===== src/rtl/vga_timing_gen.sv =====
// Raster timing generator: pixel position, active-video and line/frame flags,
// plus hsync/vsync delayed through a short pipe to line up with registered colour.
module vga_timing_gen #(
  parameter int H_VIDEO    = 640,
  parameter int H_FRONT    = 16,
  parameter int H_SYNC     = 96,
  parameter int H_BACK     = 48,
  parameter int V_VIDEO    = 480,
  parameter int V_FRONT    = 10,
  parameter int V_SYNC     = 2,
  parameter int V_BACK     = 33,
  parameter int H_SYNC_POL = 0,
  parameter int V_SYNC_POL = 0,
  parameter int SYNC_DELAY = 1
) (
  input  logic       clk_0,
  input  logic       rst,
  output logic [9:0] pixel_x,
  output logic [9:0] pixel_y,
  output logic       video_on,
  output logic       hsync,
  output logic       vsync,
  output logic       line_start,
  output logic       frame_start,
  output logic [7:0] frame_count
);

  localparam int H_TOTAL = H_VIDEO + H_FRONT + H_SYNC + H_BACK;
  localparam int V_TOTAL = V_VIDEO + V_FRONT + V_SYNC + V_BACK;

  localparam logic [9:0] H_LAST   = 10'(H_TOTAL - 1);
  localparam logic [9:0] V_LAST   = 10'(V_TOTAL - 1);
  localparam logic [9:0] H_VID    = 10'(H_VIDEO);
  localparam logic [9:0] V_VID    = 10'(V_VIDEO);
  localparam logic [9:0] HS_START = 10'(H_VIDEO + H_FRONT);
  localparam logic [9:0] HS_END   = 10'(H_VIDEO + H_FRONT + H_SYNC);
  localparam logic [9:0] VS_START = 10'(V_VIDEO + V_FRONT);
  localparam logic [9:0] VS_END   = 10'(V_VIDEO + V_FRONT + V_SYNC);

  localparam logic H_ACT  = 1'(H_SYNC_POL);
  localparam logic V_ACT  = 1'(V_SYNC_POL);
  localparam logic H_IDLE = ~H_ACT;
  localparam logic V_IDLE = ~V_ACT;

  logic [9:0] h_q, v_q, h_d, v_d;
  logic [9:0] px_q, py_q;
  logic       von_q, ls_q, fs_q, first_q;
  logic       von_d, ls_d, fs_d, hs_d, vs_d;
  logic [7:0] fc_q;
  // sync_q[0] is aligned with pixel_x; each further entry adds one cycle of delay
  logic [1:0] sync_q [SYNC_DELAY+1];

  always_comb begin
    h_d = h_q + 10'd1;
    v_d = v_q;
    if (h_q == H_LAST) begin
      h_d = '0;
      v_d = (v_q == V_LAST) ? '0 : v_q + 10'd1;
    end
    von_d = (h_d < H_VID) && (v_d < V_VID);
    ls_d  = (h_d == '0);
    fs_d  = ls_d && (v_d == '0);
    hs_d  = (h_d >= HS_START && h_d < HS_END) ? H_ACT : H_IDLE;
    vs_d  = (v_d >= VS_START && v_d < VS_END) ? V_ACT : V_IDLE;
  end

  // Counters park at the last position in reset so the first free-running edge lands on (0,0)
  always_ff @(posedge clk_0) begin
    if (!rst) begin
      h_q     <= H_LAST;
      v_q     <= V_LAST;
      px_q    <= '0;
      py_q    <= '0;
      von_q   <= 1'b0;
      ls_q    <= 1'b0;
      fs_q    <= 1'b0;
      fc_q    <= '0;
      first_q <= 1'b1;
      for (int i = 0; i <= SYNC_DELAY; i++) sync_q[i] <= {V_IDLE, H_IDLE};
    end else begin
      h_q   <= h_d;
      v_q   <= v_d;
      px_q  <= h_d;
      py_q  <= v_d;
      von_q <= von_d;
      ls_q  <= ls_d;
      fs_q  <= fs_d;
      if (fs_d) begin
        if (first_q) first_q <= 1'b0;
        else         fc_q    <= fc_q + 8'd1;
      end
      sync_q[0] <= {vs_d, hs_d};
      for (int i = 1; i <= SYNC_DELAY; i++) sync_q[i] <= sync_q[i-1];
    end
  end

  assign pixel_x     = px_q;
  assign pixel_y     = py_q;
  assign video_on    = von_q;
  assign line_start  = ls_q;
  assign frame_start = fs_q;
  assign frame_count = fc_q;
  assign hsync       = sync_q[SYNC_DELAY][0];
  assign vsync       = sync_q[SYNC_DELAY][1];

endmodule

===== config.mk =====
export PLATFORM = sky130hd
export DESIGN_NAME = vga_timing_gen
export DESIGN_NICKNAME = d
export VERILOG_FILES = /design/src/rtl/vga_timing_gen.sv
export SDC_FILE = /design/constraint.sdc
export NUM_CORES = 1
export LEC_CHECK = 0
export CORE_ASPECT_RATIO = 1.2
export CORE_MARGIN = 8
export CORE_UTILIZATION = 28
export DETAILED_ROUTE_END_ITERATION = 8
export PLACE_DENSITY = 0.48
export SLEW_MARGIN = 0
export SYNTH_ARGS = -nofsm -noshare
export SYNTH_HDL_FRONTEND = slang
export SYNTH_SLANG_ARGS = --single-unit

===== constraint.sdc =====
create_clock -name clk_0 -period 9 [get_ports clk_0]
set_clock_uncertainty 0.2 [all_clocks]
set_input_delay 1.35 -clock clk_0 [delete_from_list [all_inputs] [get_ports clk_0]]
set_output_delay 1.35 -clock clk_0 [all_outputs]
set_load 0.05 [all_outputs]

==> results of run 1 <==
[stage by stage]
step                      worst slack, ps  util (%)  hold slack [ps]
final                                5328     33.40            220.3
after global routing                 4970     33.40            251.8
after CTS                            5312     33.40            224.7
after detailed placement             5294     32.22            200.5
after global placement               5320     32.22            202.7
after floorplan                      5907         -            186.3
[synthesized netlist by cell type, types with 4 or more instances]
library cell	count	area (um^2)
nor3_1	7	35.03
xnor2_1	9	78.83
nand3b_1	4	30.03
a21oi_1	13	65.06
o21ai_0	9	45.04
nand2_1	23	86.33
clkbuf_1	6	22.52
ha_1	5	62.56
nor2_1	27	101.4
or4_1	6	45.04
inv_1	10	37.54
o31ai_1	5	37.54
nand4_1	6	37.54
nand3_1	13	65.06
buf_4	11	82.58
dfxtp_1	46	920.9
buf_2	8	40.04
or3_1	5	31.28
[cell type report]
| type | instances | area (um^2) |
|---|---|---|
| Fill cell | 863 | 5400 |
| Multi-Input combinational cell | 186 | 1195 |
| Sequential cell | 46 | 920.9 |
| Timing Repair Buffer | 34 | 340.3 |
| Tap cell | 95 | 118.9 |
| Clock buffer | 6 | 82.58 |
| Inverter | 10 | 37.54 |
| Clock inverter | 2 | 12.51 |
[cells by family (layout without fill, tap and decap cells)]
logic type | Yosys count | count (layout) | synth area share (%)
adders and majority gates | 6 | 6 | 3.112
muxes | 2 | 2 | 0.8584
DFF | 46 | 46 | 39.48
and+or+nand+nor | 119 | 119 | 29.61
AOI/OAI and AO/OA | 47 | 47 | 13.14
xor gates and xnor gates | 12 | 12 | 4.507
buffers and inverters | 38 | 52 | 9.281
[critical path, cell delays in order (launching register included)]
cell,delay (ps)
dfxtp_1,440
ha_1,320
nand4_2,240
or3_1,660
a21oi_1,240
nand4_1,190
a2111o_1,640
or4_1,520
a21oi_1,150
[cell usage in the layout (no fill, tap or decap), types with 2 or more instances in the layout]
master / synthesis / routed
nand4_1: 6 / 6
a21oi_1: 13 / 13
inv_1: 10 / 10
or3_1: 5 / 5
a31oi_1: 3 / 3
o31a_1: 3 / 3
and2_1: 2 / 2
nor2_1: 27 / 27
nor4_2: 2 / 2
xor2_1: 3 / 3
and3_1: 2 / 2
ha_1: 5 / 5
nor3_1: 7 / 7
or4_1: 6 / 6
o21ai_1: 2 / 2
clkbuf_8: 0 / 6
o32ai_1: 2 / 2
mux2i_1: 2 / 2
nand3_1: 13 / 13
dfxtp_1: 46 / 46
xnor2_1: 9 / 9
nand2b_1: 3 / 3
nand3b_1: 4 / 4
clkdlybuf4s50_1: 0 / 34
nand2_1: 23 / 23
o31ai_1: 5 / 5
nor2b_1: 2 / 2
o21ai_0: 9 / 9
[registers in the layout (all words and copies together) (netlist names), 3 cells and up]
name,count
frame_count,8
h_q,10
sync_q,4
pixel_x,7
v_q,10
pixel_y,3
[power by group through the flow]
stage	sequential (W)	clock, W	combinational (W)
6_report	0.000301	0.000137	0.000411
5_1_grt	0.000311	0.000150	0.000448
4_1_cts	0.000300	0.000141	0.000412
3_5_place_dp	0.000304	0	0.000410
3_3_place_gp	0.000305	0	0.000413
2_1_floorplan	0.000348	0	0.000276
[worst max-delay path by stage]
stage	from	cells past startpoint	slack, ps	endpoint
finish	h_q[0]$_SDFF_PN1_	8	5330	frame_count[7]$_SDFFE_PN0P_
global route	h_q[0]$_SDFF_PN1_	8	4970	frame_count[7]$_SDFFE_PN0P_
CTS	h_q[0]$_SDFF_PN1_	8	5310	frame_count[6]$_SDFFE_PN0P_
detailed placement	rst	3	5290	v_q[2]$_SDFF_PN1_
global placement	rst	3	5320	v_q[2]$_SDFF_PN1_
floorplan	h_q[0]$_SDFF_PN1_	10	5910	frame_count[5]$_SDFFE_PN0P_
[routing by layer]
layer  share of wire [%]  wire length (um)  global-route usage [%]
met5                   0                 0                       0
met2                  49              2731                   16.91
met3                 4.8               268                   2.584
met1                  44              2492                   12.52
met4                 2.0               112                   4.853
==> metrics.csv, run 1 <==
metric;value;unit
postCtsSetupBuffers;0;
synth-seq-cells;46;
swShare;45.50;%
grt_pass1_wl;9542;um
dpl_cell_area;2613;um^2
synth_top_flop_cell;dfxtp_1;
tightestPinTransition;814.8;ps
leakage;0.9252;nW
drt-initial-drc-count;72;
layout.nets;290;
clk_path_buf_depth;2;
drive_gt1_share;7.394;%
first_pass_iters;4;
critical_path.startpoint_type;register;
drcViolationCount;0;
min-delay-start;sync_q[0][1]$_SDFF_PN1_;
num_rows;36;
cts_inserted_buffers;5;
die_y;116.0;um
crit_arrival;3700;ps
grt_pass1_vias;1866;
synth_area;2332;um^2
io_pins;35;
grt_max_degree;25;
async_flop_share;0;%
clock-sinks;46;
dp.cells;371;
die_x;99.32;um
syn_avg_cell_area;8.638;um^2
ys_warn_count;0;
num_antenna_cells;0;
report.final.setup_viol;0;
ant_nets;0;
syn_to_final_growth;16.09;%
design_area;2708;um^2
p_per_area;313.4;nW/um^2
hold_end;sync_q[0][3]$_SDFF_PN1_;
worstReg2RegStart;h_q[0]$_SDFF_PN1_;
place_congestion;0.8014;
htreeDepth;2;
cts.repair.resized;0;
wl_per_cell;14.79;um
grt.total_usage;10.36;%
max-vdd-ir-drop;0.0001486;V
root_buffer;clkbuf_8;
dieArea;11520;um^2
syn-num-nets;277;
start_util;28.77;%
final_max_slew_viol_count;0;
setup_tns;0;ps
crit_path_end_kind;register;
ys_seq_area_share;39.48;%
cts_tree;built;
rsz0062_at_grt;no;
fmax;0.2723;GHz
fin_cells;379;
slew_headroom;45.62;%
hold_path_depth;1;
p_int;0.0004625;W
hold_viol;0;
antenna_found_initial;0;
dp_hpwl;3971;um
core_area;8108;um^2
power.share.combinational;48.4;%
vias;1890;
grt_overflow;0;
crit_required;9030;ps
vias_per_cell;4.987;
status;finished clean;
cts_hold_buf;0;
total_power;0.0008485;W
hp-class;register to register;
wl;5604;um
crit_type;register to register;
seq_power_share;35.5;%
post-route-min-period;3672;ps
synth.distinct_cells;58;
port_buffers;34;
cts.clk_slew.worst_paths;90;ps
synth-edff-count;0;
timing.final.crit_share;40.80;%
reg2reg_depth;8;
rrSetupSlack;5330;ps
drv_cap;0;
clock_latency;300;ps
p_clk_share;16.1;%
timing.rr.end;frame_count[7]$_SDFFE_PN0P_;
synthCells;270;
p_switching;0.0003861;W
crit_fanout;16;
No activity file was read; power rests on OpenSTA's default activity.
==> run 2: changes to the inputs <==
Clock period 9 ns to 3.7 ns, I/O delays scaled along.
==> run 2 against run 1 <==
Effect of this change: global-route usage is 0.25 points higher; count of clock-buffer cells in the layout down 1; via count is 4.7% higher; largest power group unchanged; hold slack lost 5.8 ps; sequential share of layout area fell by 1.1 points; utilization increased by 1.1 points; combinational power increased to 2.7 times the previous value; final area is 3.4% higher; die area unchanged.
==> metrics.csv, run 2 (synthesized netlist as in run 1, its figures left out) <==
metric;value;unit
place_worst_setup_slack;181.0;ps
fin_hold_ws;214.5;ps
vias;1979;
grt_pass1_vias;1941;
layout_common_cells;dfxtp_1 (46), clkdlybuf4s50_1 (34), nor2_1 (27);
clock_latency;310;ps
vias_per_cell;5.074;
grt.total_usage;10.62;%
p_clk_share;15.0;%
final_common_cell;dfxtp_1;
htreeDepth;2;
cts.clk_slew.worst_paths;100;ps
antenna_found_initial;0;
fin_cells;390;
core_area;8108;um^2
tightestPinTransition;823.2;ps
drv_cap;0;
crit_type;register to register;
grt_overflow;0;
drive_gt1_share;11.53;%
clk_path_buf_depth;2;
wl;5831;um
seq_power_share;32.6;%
crit_path_end_kind;register;
p_switching;0.0009642;W
crit_required;3740;ps
report.final.setup_viol;0;
leakage;0.9840;nW
post-route-min-period;3447;ps
cts_hold_buf;0;
place_congestion;0.8155;
io_pins;35;
drt-initial-drc-count;113;
clock-sinks;46;
critical_path.startpoint_type;register;
max-vdd-ir-drop;0.0002985;V
root_buffer;clkbuf_8;
cts_inserted_buffers;5;
num_rows;36;
slowest_stage;a2111o_2;
status;finished clean;
power.share.combinational;52.4;%
timing.final.crit_share;93.15;%
design_area;2800;um^2
crit_arrival;3480;ps
num_antenna_cells;0;
grt_max_degree;25;
ant_nets;0;
first_pass_iters;4;
setup_tns;0;ps
p_per_area;762.2;nW/um^2
die_x;99.32;um
hp-class;register to register;
swShare;45.17;%
dp.cells;380;
start_util;28.77;%
wl_per_cell;14.95;um
grt_pass1_wl;9942;um
port_buffers;34;
dp_hpwl;4225;um
p_int;0.001170;W
dpl_cell_area;2680;um^2
fin_ws;253.3;ps
hold_viol;0;
crit_path_max_incr_delay;620;ps
crit_fanout;16;
crit_path_cell_trace;ha_1 -> nand4_2 -> or3_4 -> nor4b_2 -> o32ai_1 -> a2111o_2 -> or4_1 -> a21oi_1;
dieArea;11520;um^2
layout.nets;301;
drcViolationCount;0;
final_max_slew_viol_count;0;
die_y;116.0;um
fmax;0.2901;GHz
cts_tree;built;
rsz0062_at_grt;no;
syn_to_final_growth;20.06;%
slew_headroom;45.06;%
## run 2: cell types whose count changed in the layout (fill, tap and decap cells not counted)
cell,delta
a2111o_1,-1
or3_1,-1
clkbuf_8,-1
a2111o_2,+1
nor4_2,-1
clkinv_4,+1
buf_4,+11
nor4_4,+1
or3_4,+1
## run 2: critical path: cells and delay by family, from the launching register on
family,cells,cell delay [ps]
fa+ha+maj,1,330
compound gates,3,880
simple gates,4,1500
flops,1,460
## run 2: cell type report
cell class / count / area, um^2
Fill cell: 874 / 5308
Multi-Input combinational cell: 186 / 1210
Timing Repair Buffer: 45 / 422.9
Clock inverter: 3 / 21.27
Inverter: 10 / 37.54
Sequential cell: 46 / 920.9
Clock buffer: 5 / 68.82
Tap cell: 95 / 118.9
## run 2: metal layers
layer / wire length, um / vias up / global-route usage (%)
li1: - / 992 / -
met1: 2637 / 933 / 12.73
met2: 2784 / 44 / 17.22
met3: 277 / 10 / 2.764
met4: 131 / 0 / 5.258
met5: 0 / - / 0
## run 2: power by group through the flow
stage / registers (W) / clock network (W) / logic [W]
2_1_floorplan: 0.000847 / 0 / 0.000672
3_3_place_gp: 0.000703 / 0 / 0.00111
3_5_place_dp: 0.000704 / 0 / 0.00109
4_1_cts: 0.000695 / 0.000332 / 0.00110
5_1_grt: 0.000713 / 0.000352 / 0.00121
6_report: 0.000696 / 0.000321 / 0.00112
## run 2: worst paths after layout
path                                         startpoint                     endpoint  slack (ps)  cells after the start
worst max-delay path                  h_q[0]$_SDFF_PN1_  frame_count[6]$_SDFFE_PN0P_         250                      8
worst min-delay path            sync_q[0][1]$_SDFF_PN1_      sync_q[0][3]$_SDFF_PN1_         210                      1
worst max register to register        h_q[0]$_SDFF_PN1_  frame_count[6]$_SDFFE_PN0P_         250                      8
worst min register to register  sync_q[0][1]$_SDFF_PN1_      sync_q[0][3]$_SDFF_PN1_         210                      1
## run 2: through the flow
| stage | power (W) | util [%] |
|---|---|---|
| detailed placement | 0.001797 | 33.06 |
| global route | 0.002280 | 34.54 |
| global placement | 0.001809 | 33.06 |
| finish | 0.002134 | 34.54 |
| CTS | 0.002129 | 34.17 |
| floorplan | 0.001519 | - |
## run 2: what timing repair did
item | CTS | global route
gates resized for setup | 0 | 3
endpoints found under the setup margin | 0 | 5
buffers inserted | 0 | 2
